<file path="src/rtl/alu_sequencer_if.sv">
// rtl/alu_sequencer_if.sv - request/ALU/response signal bundle for alu_sequencer
//
// Purpose: groups the request handshake, the ALU operand/select/result path and
// the response handshake of alu_sequencer into one interface.
//
// Signals:
//   req_valid/req_ready      request handshake (requester -> sequencer)
//   req_op[2:0]              operation select carried with the request
//   req_a/req_b[7:0]         request operands
//   alu_a/alu_b[7:0]         registered operands driven to the ALU function units
//   alu_sel[2:0]             registered select driven to the ALU result mux
//   alu_z[7:0]               output of the external ALU result mux
//   rsp_valid/rsp_ready      response handshake (sequencer -> consumer)
//   rsp_result[7:0]          captured alu_z
//   rsp_zero                 captured result equals 8'h00
//   rsp_op[2:0]              op code that produced the response
//   busy                     operation in flight (SETTLE or RESP)
//   op_count[7:0]            completed response handshakes, wrapping
//
// Modports: slave = the sequencer, master = requester/consumer/ALU environment.
interface alu_sequencer_if;
  logic       req_valid;
  logic       req_ready;
  logic [2:0] req_op;
  logic [7:0] req_a;
  logic [7:0] req_b;
  logic [7:0] alu_a;
  logic [7:0] alu_b;
  logic [2:0] alu_sel;
  logic [7:0] alu_z;
  logic       rsp_valid;
  logic       rsp_ready;
  logic [7:0] rsp_result;
  logic       rsp_zero;
  logic [2:0] rsp_op;
  logic       busy;
  logic [7:0] op_count;

  modport slave (
    input  req_valid, req_op, req_a, req_b, alu_z, rsp_ready,
    output req_ready, alu_a, alu_b, alu_sel, rsp_valid, rsp_result, rsp_zero,
           rsp_op, busy, op_count
  );

  modport master (
    output req_valid, req_op, req_a, req_b, alu_z, rsp_ready,
    input  req_ready, alu_a, alu_b, alu_sel, rsp_valid, rsp_result, rsp_zero,
           rsp_op, busy, op_count
  );
endinterface

</file>
<file path="src/rtl/alu_sequencer.sv">
// rtl/alu_sequencer.sv - sequences one ALU operation per request with a settle delay
//
// Purpose: accepts a request, holds its operands and select on the ALU inputs for
// SETTLE_CYCLES cycles, then captures the ALU result mux output into a response
// register that is held until the consumer takes it. A new request may be accepted
// on the same edge the response completes, so back-to-back traffic has no bubble.
//
// Parameters:
//   SETTLE_CYCLES  cycles operands/select are held before sampling alu_z (1..8)
//
// Ports:
//   clk    rising-edge clock
//   reset  asynchronous active-high reset
//   bus    alu_sequencer_if.slave (request, ALU path, response, status)
module alu_sequencer #(
  parameter int unsigned SETTLE_CYCLES = 2
) (
  input  logic           clk,
  input  logic           reset,
  alu_sequencer_if.slave bus
);

  // Counter loads SETTLE_CYCLES-1 and samples when it reaches zero, so values
  // up to 8 fit in three bits.
  localparam logic [2:0] CNT_INIT = 3'(SETTLE_CYCLES - 1);

  typedef enum logic [1:0] {
    S_IDLE   = 2'b00,
    S_SETTLE = 2'b01,
    S_RESP   = 2'b10
  } state_t;

  state_t     state_q;
  logic [2:0] cnt_q;
  logic [7:0] alu_a_q;
  logic [7:0] alu_b_q;
  logic [2:0] alu_sel_q;
  logic [7:0] rsp_result_q;
  logic       rsp_zero_q;
  logic [2:0] rsp_op_q;
  logic       rsp_valid_q;
  logic       busy_q;
  logic [7:0] op_count_q;

  logic rsp_done;
  logic req_ready;
  logic accept;

  assign rsp_done  = (state_q == S_RESP) && bus.rsp_ready;
  // Ready is combinational so a request can ride the response handshake edge;
  // it is gated by reset so nothing looks acceptable while reset is held.
  assign req_ready = !reset && ((state_q == S_IDLE) || rsp_done);
  assign accept    = bus.req_valid && req_ready;

  always_ff @(posedge clk or posedge reset) begin
    if (reset) begin
      state_q      <= S_IDLE;
      cnt_q        <= 3'd0;
      alu_a_q      <= 8'h00;
      alu_b_q      <= 8'h00;
      alu_sel_q    <= 3'b000;
      rsp_result_q <= 8'h00;
      rsp_zero_q   <= 1'b0;
      rsp_op_q     <= 3'b000;
      rsp_valid_q  <= 1'b0;
      busy_q       <= 1'b0;
      op_count_q   <= 8'h00;
    end else begin
      // Operands stay on the ALU until the next acceptance; a completed
      // response does not clear them.
      if (accept) begin
        alu_a_q   <= bus.req_a;
        alu_b_q   <= bus.req_b;
        alu_sel_q <= bus.req_op;
      end

      if (rsp_done) begin
        op_count_q <= op_count_q + 8'd1;
      end

      case (state_q)
        S_IDLE: begin
          if (accept) begin
            state_q <= S_SETTLE;
            cnt_q   <= CNT_INIT;
            busy_q  <= 1'b1;
          end
        end

        S_SETTLE: begin
          if (cnt_q != 3'd0) begin
            cnt_q <= cnt_q - 3'd1;
          end else begin
            rsp_result_q <= bus.alu_z;
            rsp_zero_q   <= (bus.alu_z == 8'h00);
            rsp_op_q     <= alu_sel_q;
            rsp_valid_q  <= 1'b1;
            state_q      <= S_RESP;
          end
        end

        S_RESP: begin
          if (rsp_done) begin
            rsp_valid_q <= 1'b0;
            if (accept) begin
              state_q <= S_SETTLE;
              cnt_q   <= CNT_INIT;
              busy_q  <= 1'b1;
            end else begin
              state_q <= S_IDLE;
              busy_q  <= 1'b0;
            end
          end
        end

        default: begin
          state_q     <= S_IDLE;
          cnt_q       <= 3'd0;
          rsp_valid_q <= 1'b0;
          busy_q      <= 1'b0;
        end
      endcase
    end
  end

  assign bus.req_ready  = req_ready;
  assign bus.alu_a      = alu_a_q;
  assign bus.alu_b      = alu_b_q;
  assign bus.alu_sel    = alu_sel_q;
  assign bus.rsp_valid  = rsp_valid_q;
  assign bus.rsp_result = rsp_result_q;
  assign bus.rsp_zero   = rsp_zero_q;
  assign bus.rsp_op     = rsp_op_q;
  assign bus.busy       = busy_q;
  assign bus.op_count   = op_count_q;

endmodule

</file>
<file path="src/flat_wrapper.sv">
// flat-port wrapper written by rule: the top's interface ports become plain ports
module alu_sequencer_flat 
#(
  parameter int unsigned SETTLE_CYCLES = 2
)
  (clk, reset, bus_req_valid, bus_req_op, bus_req_a, bus_req_b, bus_alu_z, bus_rsp_ready, bus_req_ready, bus_alu_a, bus_alu_b, bus_alu_sel, bus_rsp_valid, bus_rsp_result, bus_rsp_zero, bus_rsp_op, bus_busy, bus_op_count);
  alu_sequencer_if bus_i ();
  input  logic clk;
  input  logic reset;
  input wire logic [$bits(bus_i.req_valid)-1:0] bus_req_valid;
  input wire logic [$bits(bus_i.req_op)-1:0] bus_req_op;
  input wire logic [$bits(bus_i.req_a)-1:0] bus_req_a;
  input wire logic [$bits(bus_i.req_b)-1:0] bus_req_b;
  input wire logic [$bits(bus_i.alu_z)-1:0] bus_alu_z;
  input wire logic [$bits(bus_i.rsp_ready)-1:0] bus_rsp_ready;
  output wire logic [$bits(bus_i.req_ready)-1:0] bus_req_ready;
  output wire logic [$bits(bus_i.alu_a)-1:0] bus_alu_a;
  output wire logic [$bits(bus_i.alu_b)-1:0] bus_alu_b;
  output wire logic [$bits(bus_i.alu_sel)-1:0] bus_alu_sel;
  output wire logic [$bits(bus_i.rsp_valid)-1:0] bus_rsp_valid;
  output wire logic [$bits(bus_i.rsp_result)-1:0] bus_rsp_result;
  output wire logic [$bits(bus_i.rsp_zero)-1:0] bus_rsp_zero;
  output wire logic [$bits(bus_i.rsp_op)-1:0] bus_rsp_op;
  output wire logic [$bits(bus_i.busy)-1:0] bus_busy;
  output wire logic [$bits(bus_i.op_count)-1:0] bus_op_count;
  assign bus_i.req_valid = bus_req_valid;
  assign bus_i.req_op = bus_req_op;
  assign bus_i.req_a = bus_req_a;
  assign bus_i.req_b = bus_req_b;
  assign bus_i.alu_z = bus_alu_z;
  assign bus_i.rsp_ready = bus_rsp_ready;
  assign bus_req_ready = bus_i.req_ready;
  assign bus_alu_a = bus_i.alu_a;
  assign bus_alu_b = bus_i.alu_b;
  assign bus_alu_sel = bus_i.alu_sel;
  assign bus_rsp_valid = bus_i.rsp_valid;
  assign bus_rsp_result = bus_i.rsp_result;
  assign bus_rsp_zero = bus_i.rsp_zero;
  assign bus_rsp_op = bus_i.rsp_op;
  assign bus_busy = bus_i.busy;
  assign bus_op_count = bus_i.op_count;
  alu_sequencer #(.SETTLE_CYCLES(SETTLE_CYCLES)) u_core (.clk(clk), .reset(reset), .bus(bus_i));
endmodule
</file>
<file path="config.mk">
export PLATFORM = sky130hd
export DESIGN_NAME = alu_sequencer_flat
export DESIGN_NICKNAME = d
export VERILOG_FILES = /design/src/rtl/alu_sequencer_if.sv /design/src/rtl/alu_sequencer.sv /design/src/flat_wrapper.sv
export SDC_FILE = /design/constraint.sdc
export NUM_CORES = 1
export LEC_CHECK = 0
export CAP_MARGIN = 10
export CORE_MARGIN = 5
export CORE_UTILIZATION = 40
export DETAILED_ROUTE_END_ITERATION = 16
export GPL_TIMING_DRIVEN = 0
export PLACE_DENSITY_LB_ADDON = 0.3
export SLEW_MARGIN = 20
export SYNTH_ARGS = -nofsm -noshare
export SYNTH_HDL_FRONTEND = slang
export SYNTH_SLANG_ARGS = --single-unit
</file>
<file path="constraint.sdc">
create_clock -name clk -period 1.5 [get_ports clk]
set_input_delay 0.3 -clock clk [delete_from_list [all_inputs] [get_ports clk]]
set_output_delay 0.3 -clock clk [all_outputs]
set_load 0.03 [all_outputs]
</file>
### Yosys cells after proc, flatten, opt, wreduce, memory -nomap -nowiden

Cells that the tools add are included.

* register bits after elaboration: 46
* output and inout port bits: 42
* input bits: 31

* equal/unequal tests: 6
* muxes and demuxes: 16
* bitwise gates (word level): 3
* add/sub/neg operators: 2
* reduce and logical (&&, ||, !) cells: 13

Operator list (number)
* 3-bit two-way mux: 3
* 3-bit case mux with 3 select lines: 1
* 3-bit AND reduction: 3
* 8-bit by 1-bit adder with 8-bit output (second input constant): 1
* 8-bit logical NOT: 1
* 1-bit two-way mux: 6
* 2-bit two-way mux: 3
* 2-bit by 1-bit != test with 1-bit output (second input constant): 3
* 1-bit case mux with 3 select lines: 2
* 2-bit case mux with 3 select lines: 1
* 2-bit AND reduction: 2
* 1-bit logical AND: 3
* 1-bit NOT: 3
* 3-bit nonzero test: 1
* 3-bit by 1-bit subtractor with 3-bit output (second input constant): 1
* 2-bit by 1-bit == test with 1-bit output (second input constant): 1
* 2-bit == test (second input constant): 1
* 2-bit logical NOT: 1
* 2-bit != test (second input constant): 1
* 1-bit logical NOT: 1
* 1-bit logical OR: 1

### Logic depth before layout (Yosys ltp)

* depth after elaboration: 8
* depth in mapped cells: 6
* gate-level depth less buffers: 6

### Worst setup path before layout

No wires, ideal clock.

* path kind: register to register
* from: register u_core.state_q[0]
* to: register u_core.alu_a_q[7], in the netlist u_core.bus.alu_a[7]
* arrival time: 1.480 ns
* path slack: -0.105 ns
* cell stages (with the launch flop): 6
* cell sequence: dfrtp_1 buf_4 nor3_4 nand2_2 buf_6 mux2_4

* cells in the longest elaborated chain, start to end: 5
* elaborated cells on any way between the ends: 6

Ends and longest elaborated chain
* from (decl): RTL line alu_sequencer.sv:33 `state_t state_q;`
* from (signal assigned): RTL line alu_sequencer.sv:57 `state_q <= S_IDLE;`
* from (signal assigned): RTL line alu_sequencer.sv:84 `state_q <= S_SETTLE;`
* from (signal assigned): RTL line alu_sequencer.sv:98 `state_q <= S_RESP;`
* 2-bit == test: RTL line alu_sequencer.sv:49 `assign rsp_done = (state_q == S_RESP) && bus.rsp_ready;`
* 1-bit logical AND: RTL line alu_sequencer.sv:49
* 1-bit logical OR (*): RTL line alu_sequencer.sv:52 `assign req_ready = !reset && ((state_q == S_IDLE) || rsp_done);`
* 1-bit logical AND (*): RTL line alu_sequencer.sv:52
* named net bus_req_ready: RTL line flat_wrapper.sv:16 `output wire logic [$bits(bus_i.req_ready)-1:0] bus_req_ready;`
* 1-bit logical AND (*): RTL line alu_sequencer.sv:53 `assign accept = bus.req_valid && req_ready;`
* to (signal assigned): RTL line alu_sequencer.sv:72 `alu_a_q <= bus.req_a;`
* to (decl): RTL line alu_sequencer.sv:35 `logic [7:0] alu_a_q;`

Mark *: on every way through the listed nets, which the timed path passes. The rest lies on a longest branch.
A chain may end at the register's enable or synchronous reset.

### Worst setup path after layout

* from: register u_core.state_q[1]
* to: output port bus_req_ready

* cells in the longest elaborated chain, start to end: 4
* elaborated cells on any way between the ends: 5

Ends and longest elaborated chain (RTL line)
* 2-bit == test: alu_sequencer.sv:49
* 1-bit logical AND: alu_sequencer.sv:49
* 1-bit logical OR (*): alu_sequencer.sv:52
* 1-bit logical AND (*): alu_sequencer.sv:52
* to (decl): flat_wrapper.sv:16

Every way passes the cells marked *; elsewhere a longest branch is shown, timed or not.

==> reports/metrics.cfg <==
[sta]
whs_ns=0.467
finalClockSkew_ns=0.00714
worst_slew_pin_slew_ns=0.588
relSlewSlack_pct=60.7
setup_violations=0
period_share_pct=99.9
setup_tns_ns=0
hold_viol=0
max_freq_mhz=667
rsz0062_at_grt=true
drv_slew=0
min_period_ns=1.50

[floorplanning]
die_height_um=80.9
die_area_mm2=0.00654
rows=25
start_util_pct=42.0
die_x_um=80.9
io-pin-count=73
core-area_mm2=0.00479

[setup_path]
start_kind=flop
critPathKind=flop to output pin
end_kind=output pin
worstPathMaxFanout=6
crit_arrival_ns=1.20
required_ns=1.20

[placement]
placed_area_mm2=0.00285
port_buffers=72
dp_hpwl_mm=3.07
place.gp.congestion=0.728

[clocking]
cts-root-buf=clkbuf_8
clk_pin_slew_ns=0.08
cts_max_level=2
clk_path_buf_depth=2
cts_tree=yes
clock_latency_ns=0.29
cts_sinks=46
cts-buffers-inserted=5
cts_hold_buf=0

[final_layout]
antenna_cells=0
fill_cells=402
multi_input_comb_area_um2=848
drive_above_1_share_pct=29.1
design_area_mm2=0.00305
area_growth_syn_to_layout_pct=51.9
layout.nets=263
final-seq-area_mm2=0.00115

[route]
routed_wl_mm=4.17
drt_iter0_drc=27
drc=0
drtPass1Iterations=4
antenna_left=0
num_vias=1380
via_per_inst=4.65
wl_per_cell_um=14.1

[flow_run]
cap_viol_max_count=0

[synth]
synth_area_leaders=dfrtp_1, mux2_4, mux2_1
synth.top_cell.area_share_pct=57.3
syn-instance-count=139
synth_top_cell_by_area=dfrtp_1
syn_avg_cell_area_um2=14.5
synth_warnings=0
yosysUniqueCellTypes=33
synth_seq_cells=46
yosysSeqAreaShare_pct=57.3
syn_nets=173
mappedNetlistArea_mm2=0.00201

[global_routing]
grt_remaining_overflow=0
antenna_found_initial=0
grt_pass1_vias=1453
grt_max_degree=27
grt_pass1_wl_mm=6.93
gr-usage-all-layers_pct=13.6

[hold_path]
hold_path.class=flop to flop

[power]
seqPwrFrac_pct=33.6
pwr-share-comb_pct=54.1
powerDensity_mw_per_mm2=2060
pwr-share-clk_pct=12.3
ir_worst_vdd_uv=1040
p_int_uw=3760
switching_share_pct=40.2
power.switching_uw=2530
p_leak_uw=0.00149

[outcome]
outcome=finished, final reports clean

## stage by stage
| stage | setup slack [ns] | power [uW] | utilization (%) | cells |
|---|---|---|---|---|
| 6_report | 0.000754 | 6300 | 63.8 | 297 |
| 4_1_cts | -0.0375 | 6150 | 62.2 | 292 |
| 2_1_floorplan | -0.0841 | 4200 | - | 139 |
| 3_5_place_dp | -0.625 | 5540 | 59.5 | 279 |
| 5_1_grt | -0.0640 | 6670 | 63.8 | 297 |
| 3_3_place_gp | -0.961 | 5470 | 59.0 | 278 |
## per-layer routing
| layer | global-route usage [%] | vias to the layer above | routed length (um) |
|---|---|---|---|
| met5 | 0 | - | 0 |
| met4 | 4.56 | 0 | 43 |
| met3 | 3.33 | 5 | 242 |
| met2 | 22.1 | 33 | 2100 |
| met1 | 17.8 | 675 | 1790 |
| li1 | - | 667 | - |
## cell usage after synthesis, drive strengths merged
| master | count |
|---|---|
| a211o | 1 |
| a21oi | 3 |
| a22o | 1 |
| and3 | 1 |
| and3b | 1 |
| and4 | 1 |
| and4bb | 1 |
| buf | 5 |
| dfrtp | 46 |
| ha | 3 |
| inv | 5 |
| mux2 | 31 |
| nand2 | 8 |
| nand2b | 2 |
| nand3 | 3 |
| nand4 | 2 |
| nor2 | 4 |
| nor2b | 2 |
| nor3 | 1 |
| nor3b | 1 |
| nor4 | 2 |
| nor4b | 1 |
| o21ai | 6 |
| o21bai | 1 |
| xnor2 | 5 |
| xor2 | 2 |
## worst paths after layout
| check | start | endpoint | slack [ns] | cells after the start |
|---|---|---|---|---|
| max | u_core.state_q[1] | bus_req_ready | 0.0008 | 3 |
| min | u_core.bus.op_count[7] | u_core.bus.op_count[7] | 0.47 | 1 |
| max reg2reg | u_core.cnt_q[0] | u_core.cnt_q[2] | 0.02 | 6 |
| min reg2reg | u_core.bus.op_count[7] | u_core.bus.op_count[7] | 0.47 | 1 |
| max in group asynchronous | reset | u_core.state_q[1] | 0.51 | 3 |
| min in group asynchronous | reset | u_core.bus.alu_sel[2] | 0.49 | 2 |
## what timing repair did
action | 4_1_cts | 5_1_grt
gates cloned | 1 | 0
pin swaps | 1 | 2
buffers inserted | 4 | 5
gates resized for setup | 59 | 12
setup endpoints to repair | 72 | 32
## cells by family (layout without fill, tap and decap cells)
kind of cell	count (synthesis)	count (layout)	share of synthesized area, %
compound gates	12	12	3.67
xor+xnor	7	7	3.05
fa+ha+maj	3	3	1.87
buf+inv	10	101	3.18
flops	46	46	57.3
mux	31	31	20.7
simple gates	30	30	10.2
## state kept, by name (all words and copies together) (netlist names)
signal                 count
u_core.bus.alu_sel         3
u_core.bus.rsp_valid       1
u_core.state_q             2
u_core.bus.op_count        8
u_core.bus.rsp_op          3
u_core.bus.rsp_zero        1
u_core.bus.busy            1
u_core.cnt_q               3
u_core.bus.alu_a           8
u_core.bus.alu_b           8
u_core.bus.rsp_result      8
## worst max-delay path, cell delays in order, from the launching register on
cell and delay, ns:
dfrtp_2 0.45, nor2b_4 0.15, nor3_4 0.16, buf_6 0.16
## cell type report
type | count | area share [%]
Clock inverter | 1 | 0.164
Sequential cell | 46 | 37.8
Inverter | 5 | 0.615
Multi-Input combinational cell | 83 | 27.8
Clock buffer | 7 | 2.83
Buffer | 5 | 2.09
Timing Repair Buffer | 83 | 26.0
Tap cell | 67 | 2.75
## placed cells by master (no fill, tap or decap), drive strengths merged, types with 3 or more instances in the layout
cell / netlist / routed
dfrtp: 46 / 46
dlygate4sd2: 0 / 42
mux2: 31 / 31
clkdlybuf4s50: 0 / 29
buf: 5 / 16
nand2: 8 / 8
clkbuf: 0 / 8
o21ai: 6 / 6
xnor2: 5 / 5
inv: 5 / 5
nor2: 4 / 4
nand3: 3 / 3
a21oi: 3 / 3
ha: 3 / 3
## power by group through the flow
stage | Clock [uW] | Sequential [uW] | Combinational (uW)
3_5_place_dp | 0 | 2150 | 3380
4_1_cts | 793 | 2120 | 3240
3_3_place_gp | 0 | 2140 | 3330
6_report | 772 | 2120 | 3410
2_1_floorplan | 0 | 3080 | 1110
5_1_grt | 849 | 2210 | 3610
Power figures use the tool's default switching activity.
